## src/rtl/seg_capture.sv

```systemverilog
// Captures three two-digit prices from a scanned, multiplexed 7-segment display.
// Each digit must be stable for SETTLE cycles before it is sampled; a frame is digits 0..5 in order.
module seg_capture #(
    parameter int SETTLE  = 4,
    parameter int TIMEOUT = 100000
) (
    input  logic       clk,
    input  logic       rst,
    input  logic [5:0] sel,
    input  logic [7:0] seg,
    output logic [6:0] price_put,
    output logic [6:0] price_need,
    output logic [6:0] price_out,
    output logic       frame_valid,
    output logic       code_err,
    output logic       seq_err,
    output logic       busy
);
    localparam int CW = $clog2(SETTLE + 1);
    localparam int TW = $clog2(TIMEOUT + 1);

    typedef enum logic [1:0] {IDLE = 2'd0, COLLECT = 2'd1, OUTPUT = 2'd2} state_t;

    state_t        state_reg, state_next;
    logic [2:0]    idx_reg, idx_next;
    logic [TW-1:0] timer_reg, timer_next;
    logic [13:0]   in_prev_reg;
    logic [CW-1:0] cnt_reg, cnt_next;
    logic [3:0]    digit_reg [6];
    logic [6:0]    price_put_reg, price_need_reg, price_out_reg;
    logic          frame_valid_reg, code_err_reg, seq_err_reg;
    logic          code_err_next, seq_err_next;

    logic          sample, take, blank, one_hot, seg_ok, code_ok, wr_en, load;
    logic [2:0]    dig_idx;
    logic [3:0]    dig_val;

    // Counter saturates one past SETTLE-1 so a stable period yields exactly one sample.
    always_comb begin
        cnt_next = '0;
        if ({sel, seg} == in_prev_reg)
            cnt_next = (cnt_reg == CW'(SETTLE)) ? cnt_reg : cnt_reg + 1'b1;
    end
    assign sample = (cnt_next == CW'(SETTLE - 1));
    assign blank  = (sel == 6'h3F);
    assign take   = sample && !blank;

    always_comb begin
        one_hot = 1'b0;
        dig_idx = 3'd0;
        for (int k = 0; k < 6; k++) begin
            if (sel == ~(6'd1 << k)) begin
                one_hot = 1'b1;
                dig_idx = 3'(k);
            end
        end
    end

    always_comb begin
        seg_ok  = 1'b1;
        dig_val = 4'd0;
        case (seg[6:0])
            7'b1000000: dig_val = 4'd0;
            7'b1111001: dig_val = 4'd1;
            7'b0100100: dig_val = 4'd2;
            7'b0110000: dig_val = 4'd3;
            7'b0011001: dig_val = 4'd4;
            7'b0010010: dig_val = 4'd5;
            7'b0000010: dig_val = 4'd6;
            7'b1111000: dig_val = 4'd7;
            7'b0000000: dig_val = 4'd8;
            7'b0010000: dig_val = 4'd9;
            default:    seg_ok  = 1'b0;
        endcase
    end

    // Decimal point is lit (0) on the tens digits, i.e. even indices.
    assign code_ok = seg_ok && (!one_hot || (seg[7] == dig_idx[0]));

    always_comb begin
        state_next    = state_reg;
        idx_next      = idx_reg;
        timer_next    = timer_reg;
        wr_en         = 1'b0;
        load          = 1'b0;
        code_err_next = 1'b0;
        seq_err_next  = 1'b0;
        case (state_reg)
            COLLECT: begin
                timer_next = timer_reg + 1'b1;
                if (take) begin
                    if (!code_ok) begin
                        code_err_next = 1'b1;
                        state_next    = IDLE;
                        idx_next      = 3'd0;
                    end else if (one_hot && dig_idx == idx_reg) begin
                        wr_en      = 1'b1;
                        timer_next = TW'(1);
                        if (idx_reg == 3'd5) begin
                            load       = 1'b1;
                            state_next = OUTPUT;
                            idx_next   = 3'd0;
                        end else begin
                            idx_next = idx_reg + 3'd1;
                        end
                    end else if (one_hot && dig_idx == idx_reg - 3'd1) begin
                        wr_en      = 1'b1;
                        timer_next = TW'(1);
                    end else if (one_hot && dig_idx == 3'd0) begin
                        seq_err_next = 1'b1;
                        wr_en        = 1'b1;
                        idx_next     = 3'd1;
                        timer_next   = TW'(1);
                    end else begin
                        seq_err_next = 1'b1;
                        state_next   = IDLE;
                        idx_next     = 3'd0;
                    end
                end else if (timer_reg == TW'(TIMEOUT - 1)) begin
                    seq_err_next = 1'b1;
                    state_next   = IDLE;
                    idx_next     = 3'd0;
                end
            end
            default: begin
                // OUTPUT lasts one cycle and behaves like IDLE for any sample in it.
                state_next = IDLE;
                idx_next   = 3'd0;
                timer_next = '0;
                if (take && code_ok && one_hot && dig_idx == 3'd0) begin
                    wr_en      = 1'b1;
                    idx_next   = 3'd1;
                    timer_next = TW'(1);
                    state_next = COLLECT;
                end
            end
        endcase
    end

    always_ff @(posedge clk or posedge rst) begin
        if (rst) begin
            state_reg       <= IDLE;
            idx_reg         <= '0;
            timer_reg       <= '0;
            in_prev_reg     <= '0;
            cnt_reg         <= '0;
            price_put_reg   <= '0;
            price_need_reg  <= '0;
            price_out_reg   <= '0;
            frame_valid_reg <= 1'b0;
            code_err_reg    <= 1'b0;
            seq_err_reg     <= 1'b0;
            for (int i = 0; i < 6; i++) digit_reg[i] <= '0;
        end else begin
            state_reg       <= state_next;
            idx_reg         <= idx_next;
            timer_reg       <= timer_next;
            in_prev_reg     <= {sel, seg};
            cnt_reg         <= cnt_next;
            frame_valid_reg <= load;
            code_err_reg    <= code_err_next;
            seq_err_reg     <= seq_err_next;
            for (int i = 0; i < 6; i++)
                if (wr_en && dig_idx == 3'(i)) digit_reg[i] <= dig_val;
            if (load) begin
                // Digit 5 is being accepted this cycle, so it comes straight from the decoder.
                price_put_reg  <= 7'(digit_reg[0]) * 7'd10 + 7'(digit_reg[1]);
                price_need_reg <= 7'(digit_reg[2]) * 7'd10 + 7'(digit_reg[3]);
                price_out_reg  <= 7'(digit_reg[4]) * 7'd10 + 7'(dig_val);
            end
        end
    end

    assign price_put   = price_put_reg;
    assign price_need  = price_need_reg;
    assign price_out   = price_out_reg;
    assign frame_valid = frame_valid_reg;
    assign code_err    = code_err_reg;
    assign seq_err     = seq_err_reg;
    assign busy        = (state_reg == COLLECT);
endmodule

```

## config.mk

```make
export PLATFORM = sky130hd
export DESIGN_NAME = seg_capture
export DESIGN_NICKNAME = d
export VERILOG_FILES = /design/src/rtl/seg_capture.sv
export SDC_FILE = /design/constraint.sdc
export NUM_CORES = 1
export LEC_CHECK = 0
export CAP_MARGIN = 30
export CORE_MARGIN = 2
export CORE_UTILIZATION = 31
export DETAILED_ROUTE_END_ITERATION = 16
export SYNTH_ARGS = -nofsm -noshare
export SYNTH_HDL_FRONTEND = slang
export SYNTH_SLANG_ARGS = --single-unit
```

## constraint.sdc

```tcl
create_clock -name clk -period 4.5 [get_ports clk]
set_clock_uncertainty 0.2 [all_clocks]
set_input_delay 0.9 -clock clk [delete_from_list [all_inputs] [get_ports clk]]
set_output_delay 0.9 -clock clk [all_outputs]
set_load 0.02 [all_outputs]
```

==> metrics.md, run 1 <==
| Metric | Value |
|---|---|
| Syn_nets | 475 |
| Synth cell types | 59 |
| Worst-path clk slew | 0.07 ns |
| Hold path start | price_put[5] |
| Final setup fails | 0 |
| Post-Place Cells | approximately 660 |
| Initial antenna violation count | 0 |
| Flop pwr share | between 40 and 50% |
| Maxcap violations | 0 |
| Gate count of the mapped netlist | ~430 |
| Antenna diodes | 0 |
| Fraction of layout cells with a size suffix above 1 | 13.3% |
| Worst-margin pin slew | between 0.8 and 0.9 ns |
| Combinational power share | ~5.6% |
| Drt drc | 0 |
| Critical path capture point type | flip-flop |
| Routed via count | 3,286 |
| Seq/Total Area, Yosys | between 40 and 50% |
| Met2 WL | 4.66 mm |
| Grt total ovfl | 0 |
| Slew Limit Fails | 0 |
| Clock latency on the worst-skew pair | about 0.34 ns |
| Max Freq | 0.264 GHz |
| Routed length on met3 | around 280 um |
| Clock share of power | about half |
| Metal-1 WL | 4.50 mm |
| Lkg Pwr | 2.61 nW |
| Cts bufs inserted | 9 |
| Ys flop type | dfrtp_1 |
| RSZ-0062 raised after global routing | no |
| Post-DP Area | 0.00538 mm^2 |
| Largest net degree at the start of global routing | between 40 and 50 |
| Highest-count cells in the layout ignoring fill and taps | dfrtp_1, clkdlybuf4s50_1, nand2_1, xor2_1, ha_1 |
| I/O pins | roughly 40 |
| Vias/cell | approximately 4.9 |
| Critical path arrival | approximately 3.8 ns |
| Net Sw Frac | 22.2% |
| First-pass GRT wire length | 16.8 mm |
| Die ar. | ~0.016 mm^2 |
| Crit path kind | in -> reg |
| Setup_tns | 0 ns |
| CTS Sinks | slightly above 80 |
| Post_cts resized | 0 |
| Pwr Density | 291 mW/mm^2 |
| Vias in the first global route | between 3,000 and 4,000 |
| Post-Syn Area | 0.00471 mm^2 |
| Final Cycle Share | ~84% |
| Number of synthesis warnings | 0 |
| Req. time, crit path | ~4.5 ns |
| Port bufs | 40 |
| Net Switching | about 0.37 mW |
| # fillers | between 1,000 and 1,500 |
| Post-route cell area | around 0.0057 mm^2 |
| Core ar. | around 0.015 mm^2 |
| Max IR drop VDD | approximately 0.00014 V |
| Gpl congestion | 0.861 |
| Synthesis-stage register bit count | 83 |
| Area grow syn2layout | 21.2% |
| Layout Cells excl Fill | 671 |
| Pint | 1.29 mW |
| Minimum clock period | about 3.8 ns |
| Crit start category | primary input |
| CP max FO | 13 |
| Number of flops mapped to enable cells by yosys | 0 |
| GRT Total Usage | between 10% and 20% |
| Reg2reg setup slack | 1.73 ns |
| Setup Buffers After CTS | 0 |
| Commonest non-fill, non-tap cell in the layout | dfrtp_1 |
| DR iter-0 viols | 87 |
| Final hold viol count | 0 |
| Hold-fix buffers, CTS | 0 |
| HPWL after DPL | roughly 7.2 mm |
| RR Startpoint | idx_reg[0] |
| Worst hold path class | reg -> reg |
| Mapped Avg Cell Area | roughly 11 um^2 |
| CTS max path bufs | 2 |
| Row count | 45 |
| Starting Density | a little under a third |
| Final nets | 525 |
| Async SR Flop Fraction | between 90% and 100% |
| Status | completed |
| Die width | roughly 130 um |
| Normalized max-slew margin | 46.1% |
| WHS | roughly 0.28 ns |
| Antenna viol nets, final | 0 |
| H-tree lvl count | 3 |
| Die height | around 130 um |
| First drt pass iteration count | 4 |
| Routed WL | between 9 and 10 mm |
| Wire per inst | 14.4 um |
| Largest register FFs | 20 |
| CTS tree | built |
| Top routing layer used | met4 |
| Clk root buf | clkbuf_16 |
| Crit. Startpoint | sel[5] |
## cell families (layout without fill, tap and decap cells)
family | after synthesis | in the layout | share of synthesized area [%]
buffers and inverters | 38 | 93 | 3.51
muxes | 29 | 29 | 6.88
DFF | 83 | 83 | 44.1
and+or+nand+nor | 131 | 131 | 17.1
AOI/OAI and AO/OA | 62 | 62 | 9.17
adders and majority gates | 32 | 32 | 9.41
xor gates and xnor gates | 53 | 53 | 9.86
## cell usage after synthesis (7+ instances only)
cell / n / area, um^2
dfrtp_1: 83 / 2080
nand2_1: 33 / 124
xor2_1: 33 / 289
ha_1: 25 / 313
inv_1: 22 / 82.6
nor3_1: 22 / 110
xnor2_1: 20 / 175
o21ai_0: 19 / 95.1
nor2_1: 15 / 56.3
mux2_1: 14 / 158
mux2_2: 13 / 146
nand3_1: 10 / 50.1
nand4_1: 9 / 56.3
clkbuf_1: 7 / 26.3
## critical path: stages
cell	delay [ns]
clkdlybuf4s50_1	0.80
xnor2_1	0.20
a211oi_4	0.36
xnor2_1	0.17
nor4_4	0.38
buf_4	0.21
nor3_4	0.09
a211oi_4	0.35
mux2_1	0.36
## stage by stage
stage	utilization [%]	total power, mW	setup slack (ns)
after CTS	37.9	1.68	0.726
final	37.9	1.66	0.713
after global routing	37.9	1.73	0.541
after global placement	35.8	0.863	0.455
after detailed placement	35.8	0.865	0.374
after floorplan	-	0.831	1.17
## layout make-up
| cell class | instances | area [um^2] | area share, % |
|---|---|---|---|
| clock inverter | 5 | 86.3 | 1.51 |
| clock buffer | 11 | 243 | 4.26 |
| multi-input combinational | 307 | 2470 | 43.2 |
| timing repair buffer | 55 | 513 | 8.99 |
| sequential | 83 | 2080 | 36.4 |
| tap | 188 | 235 | 4.12 |
| inverter | 22 | 83.8 | 1.47 |
## final timing paths
kind,to,depth (start not counted)
setup / recovery,digit_reg[22],9
hold / removal,price_put[5],2
setup reg to reg,digit_reg[22],8
hold reg to reg,price_put[5],2
max in group asynchronous,in_prev_reg[3],3
min in group asynchronous,timer_reg[2],2
## per-layer routing
layer	global-route usage [%]	up-vias
met5	0	-
met4	5.30	0
met3	2.51	20
met2	20.5	59
met1	17.0	1599
li1	-	1608
## power by group through the flow
stage          registers [mW]  logic (mW)  clock network (mW)
3_5_place_dp            0.770      0.0952                   0
5_1_grt                 0.756       0.106               0.865
3_3_place_gp            0.769      0.0933                   0
2_1_floorplan           0.769      0.0614                   0
6_report                0.756      0.0938               0.812
4_1_cts                 0.756      0.0956               0.826
No activity file was read; power rests on OpenSTA's default activity.
==> run 2, diff against run 1 <==
==> constraint.sdc (replaced) <==
create_clock -name clk -period 3 [get_ports clk]
set_clock_uncertainty 0.2 [all_clocks]
set_input_delay 0.6 -clock clk [delete_from_list [all_inputs] [get_ports clk]]
set_output_delay 0.6 -clock clk [all_outputs]
set_load 0.02 [all_outputs]
==> run 2 against run 1 <==
Against the previous run:
- core utilization grew 5.1 points
- highest routed layer unchanged
- clock-buffer cell count grew 1
- sequential power up 49%
- largest power group is now registers
- critical path depth increased by 2
- final area rose by 13%
- via count is 10% higher
- global-route usage is 1.1 points higher
- sequential share of layout area is 4.3 points lower
==> metrics.md, run 2 (synthesis results as in run 1) <==
| Metric | Value |
|---|---|
| Peak per-stage delay on the critical path | 0.35 ns (-0.45 ns) |
| Reg2reg path depth | 11 (+3) |
| Reg2reg setup slack | 0.07 ns (-1.66 ns) |
| Crit path kind | in -> reg |
| Final nets | 604 (+15%) |
| Fraction of layout cells with a size suffix above 1 | 31.3% (+18 points) |
| Finished Core Util | 43.1% (+5.1 points) |
| Minimum clock period | 2.95 ns |
| Antenna viol nets, final | 0 (unchanged) |
| Commonest non-fill, non-tap cell in the layout | buf_4 |
| Slew Limit Fails | 0 (unchanged) |
| Maxcap violations | 0 (unchanged) |
| Hold Path Depth | 1 (-1) |
| Final setup fails | 0 (unchanged) |
| Vias in the first global route | 3,723 (+9.8%) |
| Drt drc | 0 (unchanged) |
| Critical Path Slowest Stage Cell | a211oi_4 |
| First-pass GRT wire length | 18.1 mm (+7.7%) |
| RR Endpoint | digit_reg[11] |
| H-tree lvl count | 3 (unchanged) |
| Port bufs | 40 (unchanged) |
| Setup_tns | 0 ns (unchanged) |
| Wire per inst | 14.2 um (-1.7%) |
| Post-route cell area | 0.00647 mm^2 (+13%) |
| Row count | 45 (unchanged) |
| Max Freq | around 0.34 GHz |
| Hold EP | in_prev_reg[13] |
| Core ar. | 0.0150 mm^2 (unchanged) |
| Tot Pwr | 2.42 mW (+46%) |
| Grt total ovfl | 0 (unchanged) |
| Critical path arrival | 2.97 ns (-0.84 ns) |
| Hold path start | sel[5] |
| Worst hold path class | in -> reg |
| Clk root buf | clkbuf_16 |
| Antenna diodes | 0 (unchanged) |
| Routed WL | 10.6 mm (+9.8%) |
| Starting Density | 31.3% (unchanged) |
| Cts bufs inserted | 9 (unchanged) |
| Final hold viol count | 0 (unchanged) |
| WP buf/inv | 4 (+2) |
| RSZ-0062 raised after global routing | yes |
| Cell family with most CP delay | simple AND/OR/NAND/NOR gates |
| Critical path's most frequent cell | buf_4 |
| First drt pass iteration count | 4 (unchanged) |
| Vias/cell | 4.84 (-1.2%) |
| CTS tree | built |
| Final Cycle Share | 98.3% |
| Setup WS pre-CTS | -0.590 ns (-0.964 ns) |
| CTS max path bufs | 2 (unchanged) |
| CP max FO | 10 (-3) |
| Die ar. | 0.0162 mm^2 (unchanged) |
| Largest register FFs | 20 (unchanged) |
| Critical path cell sequence | clkbuf_2 -> nand3_1 -> a211oi_4 -> xnor2_1 -> nor4_1 -> buf_4 -> nor3_4 -> buf_6 -> nor4_4 -> buf_4 -> mux2_1 |
| I/O pins | 41 (unchanged) |
| Initial antenna violation count | 0 (unchanged) |
| Highest-count cells in the layout ignoring fill and taps | buf_4, dfrtp_1, nand2_1, xor2_1, clkdlybuf4s50_1 |
| Die height | 127 um (unchanged) |
| Critical path capture point type | flip-flop |
| Pwr Density | 374 mW/mm^2 (+28%) |
| Gpl congestion | 0.853 (-0.92%) |
| Largest net degree at the start of global routing | 35 (-27%) |
| Req. time, crit path | 3.03 ns (-1.50 ns) |
| Layout Cells excl Fill | 750 (+12%) |
| Crit start category | primary input |
| Die width | 127 um (unchanged) |
| Area grow syn2layout | 37.5% |
| Clock latency on the worst-skew pair | 0.35 ns (about the same) |
| Post-DP Area | 0.00585 mm^2 (+8.9%) |
| # fillers | 1,401 (-2.8%) |
| Status | completed |
| Normalized max-slew margin | 71.7% (+26 points) |
| RR Startpoint | idx_reg[0] |
| Lkg Pwr | 3.08 nW (+18%) |
| Worst-path clk slew | 0.07 ns (about the same) |
| Worst-margin pin slew | 0.420 ns (-0.388 ns) |
| HPWL after DPL | 7.70 mm (+6.2%) |
| CTS Sinks | 83 (unchanged) |
| Routed via count | 3,629 (+10%) |
| Setup WS post-layout | 0.0520 ns (-0.661 ns) |
| Levels on crit path | 11 (+2) |
| Post-Place Cells | 711 (+8.5%) |
| GRT Total Usage | 13.9% (+1.1 points) |
| Max IR drop VDD | 0.000218 V (+58%) |
| DR iter-0 viols | 172 (+98%) |
| WHS | 0.240 ns (-0.0387 ns) |
run 2: final cells by class:
class,instances,area [um^2],area share (%)
Multi-Input combinational cell,307,2650,41.0
Tap cell,188,235,3.63
Timing Repair Buffer,134,1130,17.5
Clock buffer,12,267,4.12
Inverter,22,83.8,1.30
Clock inverter,4,23.8,0.367
Sequential cell,83,2080,32.1
run 2: worst register-to-register path, cell delays in order (launching register included):
cell and delay, ns:
dfrtp_1 0.44, inv_1 0.18, ha_1 0.25, xnor2_1 0.20, xnor2_1 0.13, nor4_1 0.30, buf_4 0.19, nor3_4 0.05
buf_6 0.14, nor4_4 0.23, buf_4 0.18, mux2_1 0.32
run 2: report_power, final:
| group | total, mW | switching [mW] | internal, mW |
|---|---|---|---|
| Sequential | 1.13 | 0.00462 | 1.13 |
| Clock | 1.08 | 0.455 | 0.626 |
| Combinational | 0.208 | 0.109 | 0.0986 |
| Total | 2.42 | 0.568 | 1.85 |
run 2: worst max path at each step:
stage | start | endpoint
global placement | seg[2] | digit_reg[4]
finish | sel[2] | digit_reg[11]
CTS | sel[0] | digit_reg[9]
global route | idx_reg[0] | digit_reg[11]
floorplan | seg[0] | digit_reg[13]
detailed placement | seg[2] | digit_reg[7]
run 2: routing by layer:
metal	GRT usage [%]	vias up	share of wire, %
met5	0	-	0
met4	5.17	0	1.8
met3	2.55	15	3.1
met2	22.6	72	49
met1	18.6	1775	46
li1	-	1767	-
run 2: timing repair:
item	CTS	global route
setup buffers	16	8
setup endpoints to repair	42	45
hold endpoints to repair	0	0
pin swaps	15	14
gates resized for setup	34	32
hold buffers	0	0
